File: src/rtl/fifo_rd_ctrl_pkg.sv
`default_nettype none
// ============================================================================
// fifo_rd_ctrl_pkg : shared async-FIFO constants and Gray-code helpers
// Revision: 1.0
// ============================================================================
package fifo_rd_ctrl_pkg;

   localparam int c_ADDR_WD = 3;

   // Width-agnostic: callers zero-extend to 32 bits and truncate the result.
   function automatic logic [31:0] bin2gray(input logic [31:0] b);
      return b ^ (b >> 1);
   endfunction

   function automatic logic [31:0] gray2bin(input logic [31:0] g, input int w);
      logic [31:0] b;
      b = '0;
      for (int i = 31; i >= 0; i--) begin
         if (i == w - 1)
            b[i] = g[i];
         else if (i < w - 1)
            b[i] = b[i+1] ^ g[i];
      end
      return b;
   endfunction

endpackage
`default_nettype wire

File: src/rtl/fifo_rd_ctrl_if.sv
`default_nettype none
// ============================================================================
// fifo_rd_ctrl_if : read-side handshake and status bundle of the async FIFO
// Revision: 1.0
// ============================================================================
interface fifo_rd_ctrl_if
   import fifo_rd_ctrl_pkg::*;
#(
   parameter int ADDR_WD = c_ADDR_WD
);
   logic               R_INC;
   logic [ADDR_WD:0]   w2r_ptr;
   logic [ADDR_WD:0]   gray_rd_ptr;
   logic [ADDR_WD-1:0] rd_addr;
   logic               EMPTY;
   logic               ALMOST_EMPTY;
   logic [ADDR_WD:0]   RD_LEVEL;
   logic               RD_ACK;
   logic               UNDERFLOW;

   // master: the read-side user; slave: the controller itself
   modport master (
      output R_INC, w2r_ptr,
      input  gray_rd_ptr, rd_addr, EMPTY, ALMOST_EMPTY, RD_LEVEL, RD_ACK, UNDERFLOW
   );

   modport slave (
      input  R_INC, w2r_ptr,
      output gray_rd_ptr, rd_addr, EMPTY, ALMOST_EMPTY, RD_LEVEL, RD_ACK, UNDERFLOW
   );
endinterface
`default_nettype wire

File: src/rtl/fifo_rd_ctrl_gray2bin_dec.sv
`default_nettype none
// ============================================================================
// gray2bin_dec : combinational Gray-to-binary prefix-XOR decoder
// Revision: 1.0
// ============================================================================
module gray2bin_dec #(
   parameter int WIDTH = 4
) (
   input  wire logic [WIDTH-1:0] gray,
   output logic      [WIDTH-1:0] bin
);
   for (genvar i = 0; i < WIDTH; i++) begin : g_bit
      assign bin[i] = ^gray[WIDTH-1:i];
   end
endmodule
`default_nettype wire

File: src/rtl/fifo_rd_ctrl.sv
`default_nettype none
// ============================================================================
// fifo_rd_ctrl : read-domain pointer, Gray export and registered status flags
// Revision: 1.0
// ============================================================================
module fifo_rd_ctrl
   import fifo_rd_ctrl_pkg::*;
#(
   parameter int ADDR_WD   = c_ADDR_WD,
   parameter int AEMPTY_TH = 2
) (
   input  wire logic          R_CLK,
   input  wire logic          R_RST,
   fifo_rd_ctrl_if.slave      bus
);
   localparam int c_PW = ADDR_WD + 1;

   logic [c_PW-1:0]    r_rd_ptr;
   logic [c_PW-1:0]    r_gray_rd_ptr;
   logic [ADDR_WD-1:0] r_rd_addr;
   logic [c_PW-1:0]    r_rd_level;
   logic               r_empty;
   logic               r_almost_empty;
   logic               r_rd_ack;
   logic               r_underflow;

   logic               w_rd_en;
   logic [c_PW-1:0]    w_rd_ptr_next;
   logic [c_PW-1:0]    w_gray_next;
   logic [c_PW-1:0]    w_wr_bin;
   logic [c_PW-1:0]    w_level_next;

   gray2bin_dec #(
      .WIDTH (c_PW)
   ) u_w2r_dec (
      .gray  (bus.w2r_ptr),
      .bin   (w_wr_bin)
   );

   // Read acceptance uses the registered flag, so RD_ACK and UNDERFLOW exclude each other.
   assign w_rd_en       = bus.R_INC & ~r_empty;
   assign w_rd_ptr_next = r_rd_ptr + c_PW'(w_rd_en);
   assign w_gray_next   = c_PW'(bin2gray(32'(w_rd_ptr_next)));
   assign w_level_next  = w_wr_bin - w_rd_ptr_next;

   always_ff @(posedge R_CLK or negedge R_RST) begin
      if (!R_RST) begin
         r_rd_ptr       <= '0;
         r_gray_rd_ptr  <= '0;
         r_rd_addr      <= '0;
         r_rd_level     <= '0;
         r_empty        <= 1'b1;
         r_almost_empty <= 1'b1;
         r_rd_ack       <= 1'b0;
         r_underflow    <= 1'b0;
      end else begin
         r_rd_ptr       <= w_rd_ptr_next;
         r_gray_rd_ptr  <= w_gray_next;
         r_rd_addr      <= w_rd_ptr_next[ADDR_WD-1:0];
         r_rd_level     <= w_level_next;
         // Comparing in Gray space lets EMPTY assert on the edge that drains the last entry.
         r_empty        <= (w_gray_next == bus.w2r_ptr);
         r_almost_empty <= (w_level_next <= c_PW'(AEMPTY_TH));
         r_rd_ack       <= w_rd_en;
         r_underflow    <= bus.R_INC & r_empty;
      end
   end

   assign bus.gray_rd_ptr  = r_gray_rd_ptr;
   assign bus.rd_addr      = r_rd_addr;
   assign bus.RD_LEVEL     = r_rd_level;
   assign bus.EMPTY        = r_empty;
   assign bus.ALMOST_EMPTY = r_almost_empty;
   assign bus.RD_ACK       = r_rd_ack;
   assign bus.UNDERFLOW    = r_underflow;
endmodule
`default_nettype wire
File: src/flat_wrapper.sv
// flat-port wrapper written by rule: the top's interface ports become plain ports
module fifo_rd_ctrl_flat import fifo_rd_ctrl_pkg::*;
#(
   parameter int ADDR_WD   = c_ADDR_WD,
   parameter int AEMPTY_TH = 2
)
  (R_CLK, R_RST, bus_R_INC, bus_w2r_ptr, bus_gray_rd_ptr, bus_rd_addr, bus_EMPTY, bus_ALMOST_EMPTY, bus_RD_LEVEL, bus_RD_ACK, bus_UNDERFLOW);
  fifo_rd_ctrl_if #(.ADDR_WD(ADDR_WD)) bus_i ();
  input  wire logic R_CLK;
  input  wire logic R_RST;
  input wire logic [$bits(bus_i.R_INC)-1:0] bus_R_INC;
  input wire logic [$bits(bus_i.w2r_ptr)-1:0] bus_w2r_ptr;
  output wire logic [$bits(bus_i.gray_rd_ptr)-1:0] bus_gray_rd_ptr;
  output wire logic [$bits(bus_i.rd_addr)-1:0] bus_rd_addr;
  output wire logic [$bits(bus_i.EMPTY)-1:0] bus_EMPTY;
  output wire logic [$bits(bus_i.ALMOST_EMPTY)-1:0] bus_ALMOST_EMPTY;
  output wire logic [$bits(bus_i.RD_LEVEL)-1:0] bus_RD_LEVEL;
  output wire logic [$bits(bus_i.RD_ACK)-1:0] bus_RD_ACK;
  output wire logic [$bits(bus_i.UNDERFLOW)-1:0] bus_UNDERFLOW;
  assign bus_i.R_INC = bus_R_INC;
  assign bus_i.w2r_ptr = bus_w2r_ptr;
  assign bus_gray_rd_ptr = bus_i.gray_rd_ptr;
  assign bus_rd_addr = bus_i.rd_addr;
  assign bus_EMPTY = bus_i.EMPTY;
  assign bus_ALMOST_EMPTY = bus_i.ALMOST_EMPTY;
  assign bus_RD_LEVEL = bus_i.RD_LEVEL;
  assign bus_RD_ACK = bus_i.RD_ACK;
  assign bus_UNDERFLOW = bus_i.UNDERFLOW;
  fifo_rd_ctrl #(.ADDR_WD(ADDR_WD), .AEMPTY_TH(AEMPTY_TH)) u_core (.R_CLK(R_CLK), .R_RST(R_RST), .bus(bus_i));
endmodule
File: config.mk
export PLATFORM = sky130hd
export DESIGN_NAME = fifo_rd_ctrl_flat
export DESIGN_NICKNAME = d
export VERILOG_FILES = /design/src/rtl/fifo_rd_ctrl_pkg.sv /design/src/rtl/fifo_rd_ctrl_if.sv /design/src/rtl/fifo_rd_ctrl_gray2bin_dec.sv /design/src/rtl/fifo_rd_ctrl.sv /design/src/flat_wrapper.sv
export SDC_FILE = /design/constraint.sdc
export NUM_CORES = 1
export LEC_CHECK = 0
export ABC_AREA = 1
export ABC_CLOCK_PERIOD_IN_PS = 2570
export CAP_MARGIN = 5
export CORE_MARGIN = 3
export CORE_UTILIZATION = 46
export CTS_BUF_LIST = sky130_fd_sc_hd__clkbuf_4
export DETAILED_ROUTE_END_ITERATION = 10
export PLACE_DENSITY = 0.82
export SETUP_SLACK_MARGIN = 0.02
export SYNTH_ARGS = -nofsm -noshare
export SYNTH_HDL_FRONTEND = slang
export SYNTH_HIERARCHICAL = 1
export SYNTH_SLANG_ARGS = --single-unit
export TNS_END_PERCENT = 30
File: constraint.sdc
create_clock -name R_CLK -period 2.57 [get_ports R_CLK]
set_clock_uncertainty 0.2 [all_clocks]
set_input_delay 0.6425 -clock R_CLK [delete_from_list [all_inputs] [get_ports R_CLK]]
set_output_delay 0.6425 -clock R_CLK [all_outputs]
set_load 0.01 [all_outputs]
==> metrics.yaml <==
layout:
  nets: 172
  final_util_pct: 73.3
  n_antenna_cell: 0
  layout-drive-gt1-share_pct: 21.4
  final_common_cell: "nand2_1"
  layout_common_cells: "nand2_1, inv_1, clkdlybuf4s50_1"
  final-instance-count-excl-fill: 184
  final_area_um2: 1310
  area_growth_pct: 45.4
placed_design:
  dpl.hpwl_um: 1560
  portBuffers: 21
  dp.cells: 179
  postPlaceCellArea_um2: 1220
  routabilityCongestion: 0.777
routing:
  vias: 874
  drt_first_pass_iters: 4
  drt-wirelength-per-cell_um: 11.9
  drtIter0Drc: 23
  finalWirelength_um: 2180
  route.antenna.remaining_nets: 0
  drcViolationCount: 0
  viasPerCell: 4.75
power:
  switching_share_pct: 43.7
  combPwrFrac_pct: 66.5
  p_clk_share_pct: 8.0
  leakagePower_nw: 0.752
  power_density_nw_per_um2: 1320
  power_frac_seq_pct: 25.5
  power.switching_mw: 0.752
  vdd.ir_drop.worst_mv: 0.504
  power.internal_mw: 0.969
synth:
  synth_warnings: 6
  synth_compound_area_share_pct: 1.11
  seq_area_frac_synth_pct: 42.1
  synth_seq_cells: 15
  synth.distinct_cells: 19
  yosysTopAreaCell: "dfrtp_1"
  yosysTopAreaCellShare_pct: 36.2
  syn_area_um2: 898
  syn_nets: 134
  synth_xor_area_share_pct: 0.975
  synth_adder_area_share_pct: 7.80
  post_synth_and_or_nand_nor_area_fraction_pct: 38.9
  synth_top_family_by_area: "simple AND/OR/NAND/NOR gates"
  syn_area_per_cell_um2: 7.36
  syn_inst: 122
  synth_mux_area_share_pct: 0
  yosys-top-cells-area: "dfrtp_1, nand2_1, inv_1, nand3_1, dfstp_2"
critical_path:
  r2r_cells: 12
  criticalPathCategory: "flop to primary output"
  critPathCaptureType: "primary output"
  crit_required_ns: 1.73
  worstPathArrival_ns: 1.42
  cp.depth: 1
  max_stage_delay_ns: 0.61
  crit_slowest_cell: "clkdlybuf4s50_1"
  cp_cell_sequence: "clkdlybuf4s50_1"
  cp-start-kind: "flop"
  worst-path-max-fanout: 7
  path_delay_family: "buffers and inverters"
  cp_num_buf_inv: 1
floorplan:
  dieWidth_um: 50.2
  io_pins: 22
  die_area_um2: 2520
  die_h_um: 50.2
  core_um2: 1780
  start_util_pct: 50.4
  row_count: 15
global_routing:
  antenna_found_initial: 0
  grt_max_degree: 16
  met1_usage_pct: 19.3
  grt-busiest-layer: "met2"
  met3_usage_pct: 2.67
  grt_pass1_wl_um: 3440
  grt.overflow.total: 0
  first_global_vias: 830
  grtUsageTotal_pct: 18.2
  use_met2_pct: 34.1
clock_network:
  clk_pin_slew_ns: 0.10
  clk_latency_ns: 0.29
  h-tree-depth: 1
  tritoncts.num_buffers: 3
  holdBufCountCts: 0
  tritoncts: "done"
  clock_sinks: 15
  root_buffer: "clkbuf_4"
  cts_buffer_depth: 2
status:
  status: "complete, no violations"
hold_path:
  hp-class: "flop to flop"
  whs_path_depth: 2
timing:
  slew_violations: 0
  relSlewSlack_pct: 56.2
  period_share_pct: 87.9
  hold_viol: 0
  finalSetupViolCount: 0
  rsz0062_at_grt: "no"
  period_needed_ns: 2.26
  fmax_mhz: 443
  tightest_slew_ns: 0.655
job:
  drv_cap: 0
==> Yosys cell counts (all sizes together) <==
cell    number
buf          1
dfstp        2
nand3       12
inv         20
nand2       58
fa           1
ha           4
a21oi        2
dfrtp       13
nor2         4
nand4        2
xnor2        1
nand3b       2
==> logic make-up after synthesis <==
family / count (synthesis)
adder cells (fa/ha/maj): 5
AO/OA/AOI/OAI: 2
buffers and inverters: 21
AND/OR/NAND/NOR: 78
flip-flops: 15
XOR/XNOR: 1
==> worst paths after layout <==
kind | start | endpoint | slack [ns]
worst max register to register | u_core/bus.EMPTY$_DFF_PN1_ | u_core/bus.ALMOST_EMPTY$_DFF_PN1_ | 0.37
worst min-delay path | u_core/bus.EMPTY$_DFF_PN1_ | u_core/bus.UNDERFLOW$_DFF_PN0_ | 0.33
min in group asynchronous | R_RST | u_core/bus.gray_rd_ptr[3]$_DFF_PN0_ | 0.55
max in group asynchronous | R_RST | u_core/bus.gray_rd_ptr[0]$_DFF_PN0_ | 1.20
worst max-delay path | u_core/r_rd_ptr[2]$_DFF_PN0_ | bus_rd_addr[2] | 0.31
worst min register to register | u_core/bus.EMPTY$_DFF_PN1_ | u_core/bus.UNDERFLOW$_DFF_PN0_ | 0.33
==> metal layers <==
metal | wire [um] | vias to the layer above
li1 | - | 444
met1 | 908 | 399
met2 | 1150 | 28
met3 | 100 | 3
met4 | 18 | 0
met5 | 0 | -
==> power by group through the flow <==
| stage | Combinational, mW | Sequential (mW) | Clock (mW) |
|---|---|---|---|
| after detailed placement | 1.04 | 0.430 | 0 |
| after global routing | 1.27 | 0.446 | 0.150 |
| after floorplan | 0.527 | 0.479 | 0 |
| after CTS | 1.08 | 0.430 | 0.140 |
| after global placement | 1.01 | 0.422 | 0 |
| final | 1.14 | 0.438 | 0.138 |
==> registers in the layout (all words and copies together), names as in the netlist <==
register / count
u_core/bus.ALMOST_EMPTY: 1
u_core/bus.EMPTY: 1
u_core/bus.RD_ACK: 1
u_core/bus.RD_LEVEL: 4
u_core/bus.UNDERFLOW: 1
u_core/bus.gray_rd_ptr: 4
u_core/bus.rd_addr: 2
u_core/r_rd_ptr: 1
==> cell type report <==
cell class                 count  area [um2]
fill                         133         477
multi-input combinational     86         474
sequential                    15         378
timing repair buffer          34         320
inverter                      20        75.1
tap                           25        31.3
clock buffer                   3        22.5
clock inverter                 1        5.00
==> metrics by stage <==
step           TNS, ns  setup WS, ns  power (mW)  hold WS [ns]
2_1_floorplan        0         0.136        1.01         0.147
3_3_place_gp    -0.971        -0.307        1.43         0.288
3_5_place_dp     -1.44        -0.404        1.47         0.294
4_1_cts              0        0.0210        1.65         0.322
5_1_grt              0         0.266        1.87         0.359
6_report             0         0.312        1.72         0.334
==> repair_timing <==
item	4_1_cts	5_1_grt
setup buffers	0	1
setup endpoints to repair	2	2
pin swaps	1	4
resized for setup	5	8
(Power assumes the default switching activity.)
